--- src/rtl/decode_ctrl_stage.sv ---
`default_nettype none
// ============================================================================
// decode_ctrl_stage : registered RV32I main decoder (ID/EX control register)
//   with valid/ready handshake, bubbles, divide stall and sticky trap state.
//   Optional macro RV32M_EN enables M-extension decode and the divide stall.
// Revision: 1.0
// ============================================================================
module decode_ctrl_stage #(
    parameter int SRC_W      = 2,
    parameter int DIV_CYCLES = 32,
    parameter int CNT_W      = 8
) (
    input  logic             CLK,
    input  logic             rst_n,
    input  logic [6:0]       Opcode,
    input  logic [2:0]       Funct3,
    input  logic [6:0]       Funct7,
    input  logic             in_valid,
    output logic             in_ready,
    input  logic             EN_PC,
    input  logic             NOP_Ins,
    input  logic             if_id_flush,
    input  logic             id_ex_flush,
    input  logic             ex_ready,
    input  logic             trap_clr,
    output logic             out_valid,
    output logic             MEM_Wr_En,
    output logic             MEM_Rd_En,
    output logic             Reg_Wr_En,
    output logic             Branch,
    output logic             Jump,
    output logic             Mul_Div_En,
    output logic             ALU_Src1_Sel,
    output logic             ALU_Src2_Sel,
    output logic [SRC_W-1:0] Src_to_Reg,
    output logic             undef_instr,
    output logic             illegal_trap,
    output logic [CNT_W-1:0] undef_count
);

    localparam int DCW = (DIV_CYCLES > 1) ? $clog2(DIV_CYCLES) : 1;

    localparam logic [6:0] c_op_rtype  = 7'b0110011;
    localparam logic [6:0] c_op_imm    = 7'b0010011;
    localparam logic [6:0] c_op_load   = 7'b0000011;
    localparam logic [6:0] c_op_store  = 7'b0100011;
    localparam logic [6:0] c_op_branch = 7'b1100011;
    localparam logic [6:0] c_op_jal    = 7'b1101111;
    localparam logic [6:0] c_op_jalr   = 7'b1100111;
    localparam logic [6:0] c_op_lui    = 7'b0110111;
    localparam logic [6:0] c_op_auipc  = 7'b0010111;
    localparam logic [6:0] c_f7_muldiv = 7'b0000001;

    typedef enum logic [1:0] {
        ST_RUN       = 2'd0,
        ST_MDIV_WAIT = 2'd1,
        ST_TRAP      = 2'd2
    } state_t;

    typedef struct packed {
        logic       mem_wr;
        logic       mem_rd;
        logic       reg_wr;
        logic       branch;
        logic       jump;
        logic       mul_div;
        logic       src1;
        logic       src2;
        logic [1:0] wb_src;
        logic       undef;
    } ctl_t;

    state_t           state_q, state_d;
    logic [DCW-1:0]   cnt_q, cnt_d;
    logic             valid_q, valid_d;
    ctl_t             ctl_q, ctl_d;
    logic [CNT_W-1:0] undef_cnt_q, undef_cnt_d;

    ctl_t dec;
    logic is_div;
    logic accept;
    logic take;
    logic unused_funct3;

    assign unused_funct3 = ^Funct3;

    always_comb begin
        dec = '0;
        case (Opcode)
            c_op_rtype: begin
`ifdef RV32M_EN
                dec.reg_wr = 1'b1;
                if (Funct7 == c_f7_muldiv) begin
                    dec.mul_div = 1'b1;
                    dec.wb_src  = 2'd3;
                end
`else
                if (Funct7 == c_f7_muldiv) dec.undef  = 1'b1;
                else                       dec.reg_wr = 1'b1;
`endif
            end
            c_op_imm:    begin dec.src2 = 1'b1; dec.reg_wr = 1'b1; end
            c_op_load:   begin dec.src2 = 1'b1; dec.reg_wr = 1'b1; dec.mem_rd = 1'b1; dec.wb_src = 2'd1; end
            c_op_store:  begin dec.src2 = 1'b1; dec.mem_wr = 1'b1; end
            c_op_branch: begin dec.src1 = 1'b1; dec.src2 = 1'b1; dec.branch = 1'b1; end
            c_op_jal:    begin dec.src1 = 1'b1; dec.src2 = 1'b1; dec.reg_wr = 1'b1; dec.jump = 1'b1; dec.wb_src = 2'd2; end
            c_op_jalr:   begin dec.src2 = 1'b1; dec.reg_wr = 1'b1; dec.jump = 1'b1; dec.wb_src = 2'd2; end
            c_op_lui:    begin dec.src2 = 1'b1; dec.reg_wr = 1'b1; end
            c_op_auipc:  begin dec.src1 = 1'b1; dec.src2 = 1'b1; dec.reg_wr = 1'b1; end
            default:     dec.undef = 1'b1;
        endcase
    end

`ifdef RV32M_EN
    assign is_div = dec.mul_div && Funct3[2];
`else
    assign is_div = 1'b0;
`endif

    assign in_ready = (state_q == ST_RUN) && EN_PC && !id_ex_flush && (!valid_q || ex_ready);
    assign accept   = in_valid && in_ready;
    assign take     = accept && !NOP_Ins && !if_id_flush;

    // Flush wins over everything; an idle or consumed word collapses to a clean bubble.
    always_comb begin
        valid_d     = valid_q;
        ctl_d       = ctl_q;
        undef_cnt_d = undef_cnt_q;
        if (id_ex_flush) begin
            valid_d = 1'b0;
            ctl_d   = '0;
        end else if (accept) begin
            valid_d = take;
            ctl_d   = take ? dec : '0;
        end else if (!valid_q || ex_ready) begin
            valid_d = 1'b0;
            ctl_d   = '0;
        end
        if (take && dec.undef && (undef_cnt_q != {CNT_W{1'b1}})) begin
            undef_cnt_d = undef_cnt_q + CNT_W'(1);
        end
    end

    always_comb begin
        state_d = state_q;
        cnt_d   = cnt_q;
        case (state_q)
            ST_RUN: begin
                if (take && dec.undef) begin
                    state_d = ST_TRAP;
                end else if (take && is_div) begin
                    state_d = ST_MDIV_WAIT;
                    cnt_d   = DCW'(DIV_CYCLES - 1);
                end
            end
            ST_MDIV_WAIT: begin
                if (id_ex_flush || (cnt_q == '0)) begin
                    state_d = ST_RUN;
                    cnt_d   = '0;
                end else begin
                    cnt_d = cnt_q - DCW'(1);
                end
            end
            ST_TRAP: begin
                if (trap_clr) state_d = ST_RUN;
            end
            default: begin
                state_d = ST_RUN;
                cnt_d   = '0;
            end
        endcase
    end

    always_ff @(posedge CLK or negedge rst_n) begin
        if (!rst_n) begin
            state_q     <= ST_RUN;
            cnt_q       <= '0;
            valid_q     <= 1'b0;
            ctl_q       <= '0;
            undef_cnt_q <= '0;
        end else begin
            state_q     <= state_d;
            cnt_q       <= cnt_d;
            valid_q     <= valid_d;
            ctl_q       <= ctl_d;
            undef_cnt_q <= undef_cnt_d;
        end
    end

    assign out_valid    = valid_q;
    assign MEM_Wr_En    = ctl_q.mem_wr;
    assign MEM_Rd_En    = ctl_q.mem_rd;
    assign Reg_Wr_En    = ctl_q.reg_wr;
    assign Branch       = ctl_q.branch;
    assign Jump         = ctl_q.jump;
    assign Mul_Div_En   = ctl_q.mul_div;
    assign ALU_Src1_Sel = ctl_q.src1;
    assign ALU_Src2_Sel = ctl_q.src2;
    assign Src_to_Reg   = SRC_W'(ctl_q.wb_src);
    assign undef_instr  = ctl_q.undef;
    assign illegal_trap = (state_q == ST_TRAP);
    assign undef_count  = undef_cnt_q;

endmodule
`default_nettype wire

--- config.mk ---
export PLATFORM = sky130hd
export DESIGN_NAME = decode_ctrl_stage
export DESIGN_NICKNAME = d
export VERILOG_FILES = /design/src/rtl/decode_ctrl_stage.sv
export SDC_FILE = /design/constraint.sdc
export NUM_CORES = 1
export LEC_CHECK = 0
export ABC_AREA = 1
export CORE_ASPECT_RATIO = 1.1
export CORE_MARGIN = 2
export CORE_UTILIZATION = 42
export DETAILED_ROUTE_END_ITERATION = 6
export PLACE_DENSITY = 0.8
export SLEW_MARGIN = 20
export SYNTH_ARGS = -nofsm -noshare
export SYNTH_HDL_FRONTEND = slang
export SYNTH_SLANG_ARGS = --single-unit
--- constraint.sdc ---
create_clock -name CLK -period 1.65 [get_ports CLK]
set_input_delay 0.33 -clock CLK [delete_from_list [all_inputs] [get_ports CLK]]
set_output_delay 0.33 -clock CLK [all_outputs]
set_load 0.05 [all_outputs]
==> flow_summary.yaml <==
worst_setup_path:
  critical_path.max_stage_delay_ns: 0.45
  r2r-end: "undef_count[3]"
  arrival_ns: 1.25
  worst-path-max-fanout: 2
  cp-start-kind: "primary input"
  cp_slowest_cell: "clkdlybuf4s50_1"
  reg2reg_slack_ns: 0.18
  r2r_cells: 9
  crit_chain: "clkdlybuf4s50_1, inv_1, nor2_1, nand3_2, inv_2, buf_12"
  end_kind: "output port"
  crit_required_ns: 1.32
  r2r-start: "state_q[1]"
  crit_type: "in2out"
synth:
  yosys_warnings: 0
  netlist.area_leader.share_pct: 40.47
  ys_seq_area_share_pct: 40.47
  synth-edff-count: 0
  syn_area_um2: 1175
  yosys_most_used_dff: "dfrtp_1"
  synth_largest_area_cell: "dfrtp_1"
  async_flop_share_pct: 100.0
  syn_nets: 185
  synth_area_leaders: "dfrtp_1 (40%), nand2_1 (18%), nand4_1 (6.9%)"
  synth_seq_cells: 19
  synth_common_cells: "nand2_1 (55), inv_1 (20), dfrtp_1 (19)"
  syn_inst: 158
  synth_most_common_cell: "nand2_1"
  ys_types: 22
  avgSynthCellArea_um2: 7.436
pwr:
  p_sw_share_pct: 33.27
  clock_power_share_pct: 21.2
  power.internal_mw: 0.7234
  switchingPower_mw: 0.3606
  pwr-share-seq_pct: 48.5
  p_per_area_nw_per_um2: 606.3
  combPwrFrac_pct: 30.3
  leakagePower_nw: 0.9295
  irDropWorstVdd_mv: 0.3401
  power.total_mw: 1.084
floorplan:
  row_count: 20
  boundaryPins: 48
  core-area_um2: 2703
  initial_utilization_pct: 43.47
  die-area_um2: 3237
  fp.dieH_um: 59.47
  fp.dieW_um: 54.43
clock_network:
  clock_path_buffers: 2
  htree_levels: 1
  worstSkewPairLatency_ns: 0.29
  root_buffer: "clkbuf_4"
  path_clk_slew_ns: 0.11
  cts_hold_buf: 0
  cts.sinks: 19
  cts_made_buffers: 3
  cts_tree: "built"
placement:
  pre_cts_ws_ns: -0.1315
  gp_congestion: 0.8197
  dpl-instance-area_um2: 1753
  portBuffers: 43
  place_hpwl_um: 2343
  dp_cells: 242
sta:
  period_needed_ns: 1.582
  fin_hold_ws_ns: 0.3801
  finalSetupTns_ns: 0
  finalClockSkew_ns: 0.004746
  hold_viol: 0
  rsz0062_at_grt: "false"
  fmax_mhz: 632.3
  period_share_pct: 95.85
  finalSetupViolations: 0
  drv_slew: 0
  fin_ws_ns: 0.06845
routing:
  drt_iter0_drc: 23
  vias_per_cell: 4.874
  vias: 1204
  drc: 0
  wl_per_cell_um: 11.68
  drtPass1Iterations: 4
  ant_nets: 0
  drt_wl_total_um: 2884
job:
  cap_violations: 0
grt:
  grt_max_degree: 20
  grt_antenna_before_repair: 0
  overflow: 0
  grt_pass1_vias: 1126
  grt_usage_pct: 20.01
  grt_pass1_wl_um: 4705
final_layout:
  area_growth_pct: 52.18
  fin_cells: 247
  fin_util_pct: 66.16
  drive_gt1_share_pct: 25.70
  final_nets: 242
  nFillCells: 210
  final_area_um2: 1788
  n_antenna_cell: 0
status:
  status: "finished, final reports clean"
worst_hold_path:
  hp-class: "in2async"
==> state kept, by name (all words and copies together), names as in the netlist <==
signal and count:
Branch 1, MEM_Rd_En 1, undef_count 8, undef_instr 1, Jump 1, state_q 1, Reg_Wr_En 1, MEM_Wr_En 1
Src_to_Reg 1, ALU_Src1_Sel 1, ALU_Src2_Sel 1, out_valid 1
==> how the worst max path moves through the flow <==
stage / startpoint / to / slack (ns) / cells past startpoint
after floorplan: undef_count[2] / undef_count[6] / 0.14 / 6
after global placement: Opcode[4] / undef_count[1] / -0.06 / 9
after detailed placement: EN_PC / undef_count[0] / -0.13 / 10
after CTS: EN_PC / in_ready / 0.006 / 6
after global routing: EN_PC / undef_count[3] / 0.02 / 11
final: EN_PC / in_ready / 0.07 / 6
==> power groups by stage <==
| stage | Sequential [mW] | Combinational [mW] | Clock, mW |
|---|---|---|---|
| finish | 0.526 | 0.328 | 0.230 |
| global route | 0.531 | 0.353 | 0.255 |
| CTS | 0.526 | 0.328 | 0.241 |
| detailed placement | 0.534 | 0.327 | 0 |
| global placement | 0.533 | 0.317 | 0 |
| floorplan | 0.608 | 0.0928 | 0 |
==> metal layers <==
metal | vias up | track usage [%] | wire length (µm)
li1 | 612 | - | -
met1 | 555 | 22.47 | 1130
met2 | 35 | 37.35 | 1617
met3 | 2 | 1.768 | 101
met4 | 0 | 8.214 | 34
met5 | - | 0 | 0
==> worst max-delay path: cells and delay by family <==
kind	cells	cell delay, ns
buffers and inverters	4	0.69
and+or+nand+nor	2	0.23
==> cells by family (layout without fill, tap and decap cells) <==
group | count (synthesis) | in the layout | synth area share (%)
AOI/OAI and AO/OA | 7 | 7 | 3.302
xor gates and xnor gates | 3 | 3 | 2.237
adders and majority gates | 1 | 1 | 1.065
buffers and inverters | 25 | 81 | 9.478
DFF | 19 | 19 | 40.47
other | 1 | 1 | 0.3192
and+or+nand+nor | 102 | 102 | 43.13
==> layout make-up <==
type / instances / area [µm²] / share of cell area (%)
inverter: 22 / 85.08 / 4.759
clock buffer: 3 / 22.52 / 1.260
sequential: 19 / 478.0 / 26.73
timing repair buffer: 55 / 568.0 / 31.77
multi-input combinational: 114 / 588.1 / 32.89
clock inverter: 1 / 5.005 / 0.2799
tap: 33 / 41.29 / 2.309
==> timing repair <==
action,in CTS,in global routing
gates resized for setup,1,0
cloned,0,0
buffers inserted,0,1
pin swaps,0,1
endpoints found under the setup margin,1,1
==> cell usage in the layout (no fill, tap or decap) <==
cell	instances
clkdlybuf4s50_1	22
buf_12	8
nand3b_1	2
xor2_1	1
o21ai_0	6
inv_4	1
nand2_2	4
nand2_1	55
clkbuf_4	3
dfrtp_2	2
nand3_4	2
clkinv_2	1
nand3_1	7
nor2_1	13
inv_2	2
nand3_2	2
inv_1	19
dfrtp_1	17
ha_1	1
nand4_1	13
xnor2_1	2
o21ai_2	1
nor2_2	1
nor2_4	3
buf_4	25
conb_1	1
Note: power is estimated with default switching activity, not from simulation.
